**src/rtl/mem_port_arbiter.sv**
```systemverilog
// Shares one single-port, fixed-latency memory between the fetch port and the data port.
// Data has priority; fetch wins once after STARVE_MAX consecutive lost contentions.
module mem_port_arbiter #(
  parameter int unsigned MEM_LAT    = 2,
  parameter int unsigned STARVE_MAX = 4
) (
  input  logic        clk,
  input  logic        rst_async_n,
  input  logic        if_req,
  input  logic [31:0] if_addr,
  output logic        if_gnt,
  output logic        if_rvalid,
  output logic [31:0] if_rdata,
  input  logic        d_req,
  input  logic        d_we,
  input  logic [31:0] d_addr,
  input  logic [31:0] d_wdata,
  output logic        d_gnt,
  output logic        d_rvalid,
  output logic [31:0] d_rdata,
  output logic        mem_en,
  output logic        mem_we,
  output logic [31:0] mem_addr,
  output logic [31:0] mem_wdata,
  input  logic [31:0] mem_rdata,
  output logic        busy
);

  localparam logic [2:0] LatInit   = 3'(MEM_LAT - 1);
  localparam logic [3:0] StarveMax = 4'(STARVE_MAX);

  typedef enum logic [0:0] {StIdle, StAccess} state_e;

  state_e     state_q;
  logic       owner_q;       // 0 = fetch, 1 = data
  logic       we_q;
  logic [2:0] lat_cnt_q;
  logic [3:0] starve_cnt_q;
  // Set at the first edge after reset release so no grant appears before that edge.
  logic       active_q;

  logic idle;
  logic starve_hit;
  logic grant_d;
  logic grant_if;
  logic done;

  assign idle       = (state_q == StIdle) && active_q;
  assign starve_hit = if_req && (starve_cnt_q == StarveMax);
  assign grant_d    = idle && d_req && !starve_hit;
  assign grant_if   = idle && if_req && !grant_d;
  assign done       = (state_q == StAccess) && (lat_cnt_q == 3'd0);

  assign if_gnt    = grant_if;
  assign d_gnt     = grant_d;
  assign mem_en    = grant_if || grant_d;
  assign mem_we    = grant_d && d_we;
  assign mem_addr  = grant_d ? d_addr : (grant_if ? if_addr : 32'd0);
  assign mem_wdata = grant_d ? d_wdata : 32'd0;

  assign busy      = (state_q == StAccess);
  assign if_rvalid = done && !owner_q;
  assign d_rvalid  = done && owner_q;
  assign if_rdata  = if_rvalid ? mem_rdata : 32'd0;
  assign d_rdata   = (d_rvalid && !we_q) ? mem_rdata : 32'd0;

  always_ff @(posedge clk or negedge rst_async_n) begin
    if (!rst_async_n) begin
      state_q      <= StIdle;
      owner_q      <= 1'b0;
      we_q         <= 1'b0;
      lat_cnt_q    <= 3'd0;
      starve_cnt_q <= 4'd0;
      active_q     <= 1'b0;
    end else begin
      active_q <= 1'b1;
      case (state_q)
        StIdle: begin
          if (grant_d || grant_if) begin
            state_q   <= StAccess;
            owner_q   <= grant_d;
            we_q      <= grant_d && d_we;
            lat_cnt_q <= LatInit;
          end
        end
        StAccess: begin
          if (lat_cnt_q != 3'd0) begin
            lat_cnt_q <= lat_cnt_q - 3'd1;
          end else begin
            state_q <= StIdle;
          end
        end
        default: state_q <= StIdle;
      endcase

      if (grant_if) begin
        starve_cnt_q <= 4'd0;
      end else if (grant_d && if_req && (starve_cnt_q != StarveMax)) begin
        starve_cnt_q <= starve_cnt_q + 4'd1;
      end
    end
  end

endmodule

```
**config.mk**
```make
export PLATFORM = sky130hd
export DESIGN_NAME = mem_port_arbiter
export DESIGN_NICKNAME = d
export VERILOG_FILES = /design/src/rtl/mem_port_arbiter.sv
export SDC_FILE = /design/constraint.sdc
export NUM_CORES = 1
export LEC_CHECK = 0
export ABC_AREA = 1
export CAP_MARGIN = 20
export CELL_PAD_IN_SITES_DETAIL_PLACEMENT = 0
export CELL_PAD_IN_SITES_GLOBAL_PLACEMENT = 2
export CORE_MARGIN = 2
export CORE_UTILIZATION = 10
export CTS_BUF_LIST = sky130_fd_sc_hd__clkbuf_4
export DETAILED_ROUTE_END_ITERATION = 8
export MAX_ROUTING_LAYER = met4
export PLACE_DENSITY = 0.93
export SYNTH_ARGS = -nofsm -noshare
export SYNTH_HDL_FRONTEND = slang
export SYNTH_SLANG_ARGS = --single-unit
```
**constraint.sdc**
```tcl
create_clock -name clk -period 2.8 [get_ports clk]
set_input_delay 0.28 -clock clk [delete_from_list [all_inputs] [get_ports clk]]
set_output_delay 0.28 -clock clk [all_outputs]
set_load 0.02 [all_outputs]
```
Word level (Yosys, flattened, before mapping). Index checks and enable logic that the tools add are counted.

Logic and storage cells: 49. Bits in registers: 11. Input bits: 133.

Equal/unequal tests: 4. Multiplexer cells: 13. Reductions and logical operators: 23. Bitwise operators: 1. Add/sub/neg operators: 2.

Operators by type and width (count): $mux W32 (5); $logic_and A1 B1 Y1 (13); $mux W4 (2); $mux W3 (2); $pmux W3 S2 (1); $add A4 B1 Y4 const B (1); $eq A4 B3 Y1 const B (1); $logic_not A1 Y1 (4); $ne A4 B3 Y1 const B (1); $reduce_and A2 Y1 (2); $logic_not A3 Y1 (1); $reduce_bool A3 Y1 (1); $sub A3 B1 Y3 const B (1); $mux W1 (2); $ne A2 B1 Y1 const B (1); $ne A2 B2 Y1 const B (1); $pmux W1 S2 (1); $reduce_bool A2 Y1 (1); $logic_or A1 B1 Y1 (1); $not A1 Y1 (1).

Longest topological paths before layout.
Word-level depth: 9. Gate-level depth with buffers: 8. Depth with buffers taken out: 8.

Worst setup path before layout. Ideal clock, no wire load.

Kind: reg-to-output. Start: reg lat_cnt_q[0]. End: out d_rdata[0]. Data arrival time: 1.604 ns. Path buffers: 1. Setup slack: 0.916 ns. Cell stages (with the launch flop): 9. Required time: 2.520 ns. Cells stage by stage: dfrtp_1 inv_1 ha_1 ha_1 inv_1 nor3_4 nand2_2 buf_6 nor2_1.

Word-level cells in the longest chain between the ends: 5.

RTL lines: start: declaration (RTL line 37) `logic [2:0] lat_cnt_q;`; start signal: assignment (RTL line 83) `lat_cnt_q <= LatInit;`; start signal: assignment (RTL line 88) `lat_cnt_q <= lat_cnt_q - 3'd1;`; $logic_not A3 Y1 (RTL line 52) `assign done = (state_q == StAccess) && (lat_cnt_q == 3'd0);`; $logic_and A1 B1 Y1 (RTL line 52); $logic_and A1 B1 Y1 (RTL line 63) `assign d_rvalid = done && owner_q;`; via d_rvalid (RTL line 19) `output logic d_rvalid,`; $logic_and A1 B1 Y1 (RTL line 65) `assign d_rdata = (d_rvalid && !we_q) ? mem_rdata : 32'd0;`; $mux W32 (RTL line 65); end: declaration (RTL line 20) `output logic [31:0] d_rdata,`.

The timed path passes the listed nets, and every way through them passes these cells.

Worst setup path in the final report.
Start: reg lat_cnt_q[0]. End: out d_rdata[15].

Word-level cells in the longest chain between the ends: 5.

RTL lines (RTL line): $logic_not A3 Y1 (52); $logic_and A1 B1 Y1 (52); $logic_and A1 B1 Y1 (63); $logic_and A1 B1 Y1 (65); $mux W32 (65).

No other way between the ends.

==> results.py <==
metrics = {
    "yosys": {
        "syn_nets": 488,
        "muxShareOfSynthArea_pct": 0,
        "yosys.area_share.simple_pct": 54.0,
        "synth_compound_area_share_pct": 1.71,
        "synthAdderAreaFrac_pct": 2.85,
        "syn_area_um2": 1750,
        "yosys_warnings": 0,
        "yosysUniqueCellTypes": 19,
        "ys_seq_elements": 11,
        "synth_area_per_cell_um2": 5.00,
        "synth_top_family_by_area": "simple AND/OR/NAND/NOR gates",
        "async_reset_ff_share_pct": 100,
        "synth_cells": 351,
        "synth_top_area_share_pct": 21.8,
        "synth_edf_count": 0,
        "synth_commonest_cells": "nor2_1 (102), nand2_1 (81), inv_1 (77)",
        "synth_ff_type": "dfrtp_1",
        "yosysMostFrequentCell": "nor2_1",
        "synth-xor-area-share_pct": 0.499,
        "synth-seq-area-share_pct": 15.7,
        "synth_top_area_cell": "nor2_1",
        "synthTopCellsByArea": "nor2_1 (22%), nand2_1 (17%), inv_1 (16%), dfrtp_1 (16%), nand3_1 (11%)",
    },
    "worst_setup_path": {
        "path_max_fanout": 32,
        "arrival_ps": 2310,
        "criticalPathCategory": "flip-flop to primary output",
        "r2r_cells": 8,
        "crit_path_end_kind": "primary output",
        "startpoint_type": "flip-flop",
        "required_ps": 2520,
    },
    "floorplanning": {
        "start_util_pct": 10.2,
        "core_region_area_um2": 17200,
        "die-area_um2": 18600,
        "fp.dieH_um": 136,
        "pin_count": 268,
        "rows": 48,
        "die_x_um": 136,
    },
    "timing": {
        "skew_ps": 6.99,
        "setup_viol": 0,
        "fmax_ghz": 0.386,
        "drv_slew": 0,
        "fin_crit_sh_pct": 92.4,
        "rsz0062_at_grt": "no",
        "hold_violations": 0,
        "relSlewSlack_pct": 65.0,
        "period_minus_slack_ps": 2590,
        "fin_setup_tns_ps": 0,
        "tightestPinTransition_ps": 523,
    },
    "cells_and_area": {
        "multiInputGateArea_um2": 1040,
        "area.growth.synth_to_final_pct": 169,
        "drive_gt1_share_pct": 3.44,
        "final_nets": 749,
        "fin_cells": 836,
        "seq_area_um2": 275,
        "num_antenna_cells": 0,
        "n_fill_cell": 1890,
    },
    "power_and_ir_drop": {
        "ir_drop_uv": 136,
        "pwr_density_cell_nw_per_um2": 420,
        "leakage_nw": 2.24,
    },
    "global_routing": {
        "grt_util_met2_pct": 17.5,
        "grt_max_degree": 38,
        "grt_pass1_wl_um": 13700,
        "met1_usage_pct": 10.6,
        "grt_overflow": 0,
        "first_global_vias": 2721,
        "grt_usage_pct": 9.42,
        "gr-usage-met3_pct": 1.68,
        "antenna_found_initial": 0,
        "top_usage_layer": "met2",
    },
    "clock_tree": {
        "post_cts_buffers": 0,
        "cts_tree": "yes",
        "numCtsBuffers": 3,
        "cts_resized": 0,
        "clock_sinks": 11,
        "postCtsHoldBufs": 0,
        "clockRootBuffer": "clkbuf_4",
        "clk_pin_slew_worst_paths_ps": 80,
        "clk_path_buf_depth": 2,
        "clk_latency_ps": 270,
        "h-tree-depth": 1,
    },
    "placed_design": {
        "gp_congestion": 0.782,
        "port_buffers": 267,
        "place_inst": 832,
        "dpl.hpwl_um": 7590,
    },
    "job": {
        "cap_viol_max_count": 0,
    },
    "routing": {
        "finalWirelength_um": 9250,
        "drt-vias-per-instance": 3.46,
        "ant_nets": 0,
        "vias": 2889,
        "drtIter0Drc": 100,
        "drc": 0,
        "drtPass1Iterations": 4,
        "post_drt_wl_per_cell_um": 11.1,
    },
    "run_status": {
        "outcome": "complete, no violations",
    },
    "hold_path": {
        "hold_path_class": "input pin to async pin",
    },
}
## final timing paths
check | start | to | slack, ps
worst max-delay path | lat_cnt_q[0]$_DFFE_PN0P_ | d_rdata[15] | 210
worst min-delay path | rst_async_n | busy$_DFF_PN0_ | 350
worst max register to register | starve_cnt_q[0]$_DFFE_PN0P_ | starve_cnt_q[3]$_DFFE_PN0P_ | 1290
worst min register to register | lat_cnt_q[2]$_DFFE_PN0P_ | lat_cnt_q[2]$_DFFE_PN0P_ | 510
max in group asynchronous | rst_async_n | lat_cnt_q[0]$_DFFE_PN0P_ | 2100
min in group clk | lat_cnt_q[2]$_DFFE_PN0P_ | lat_cnt_q[2]$_DFFE_PN0P_ | 510
## per-stage QoR
stage	setup WS, ps	power, mW	hold WS, ps	util (%)	area [um^2]
detailed placement	265	1.89	495	27.2	4680
global route	19.0	2.15	383	27.4	4710
floorplan	916	1.07	-15.6	-	1750
CTS	146	2.03	361	27.3	4710
global placement	280	1.89	478	27.2	4680
finish	212	1.98	349	27.4	4710
## power by group
| part | total, mW | leakage [nW] | switching, mW | internal [mW] |
|---|---|---|---|---|
| Clock | 0.119 | 0.0184 | 0.0546 | 0.0648 |
| Sequential | 0.260 | 0.140 | 0.0445 | 0.215 |
| Combinational | 1.60 | 2.08 | 0.843 | 0.758 |
| Total | 1.98 | 2.24 | 0.943 | 1.04 |
## logic make-up after synthesis
| family | Yosys count |
|---|---|
| simple gates | 229 |
| buf+inv | 99 |
| flops | 11 |
| compound gates | 6 |
| fa+ha+maj | 4 |
| xor+xnor | 1 |
| other cells | 1 |
## worst max-delay path, cell delays in order, from the launching register on
cell	delay, ps
dfrtp_1	390
inv_1	70
ha_1	140
ha_1	160
inv_1	80
nor3_4	140
nand2_2	50
buf_4	230
nor2_1	130
clkdlybuf4s50_1	620
## routing by layer
layer,wire (um),up-vias
met5,0,-
met4,102,0
met2,4820,132
li1,-,1530
met3,742,8
met1,3580,1219
## cell usage in the layout (no fill, tap or decap)
cell type	count
clkdlybuf4s50_1	266
nor2_1	102
nand2_1	80
inv_1	77
nand3_1	40
dfrtp_1	11
o21ai_0	6
ha_1	4
clkbuf_4	4
buf_4	4
buf_12	4
inv_2	3
nand2_2	2
nand3_2	2
nor3_4	1
nor2_4	1
nand4_1	1
xor2_1	1
conb_1	1
dlymetal6s2s_1	1
## registers in the layout, indices dropped and copies added, names as in the netlist
signal / count
active_q: 1
busy: 1
lat_cnt_q: 3
owner_q: 1
starve_cnt_q: 4
we_q: 1
## cell type report
cell class                      count  share of cell area, %
Timing Repair Buffer              275                   59.1
Multi-Input combinational cell    241                   22.1
Inverter                           80                   6.37
Tap cell                          225                   5.97
Sequential cell                    11                   5.84
Clock buffer                        4                  0.637
Note: power is estimated with default switching activity, not from simulation.
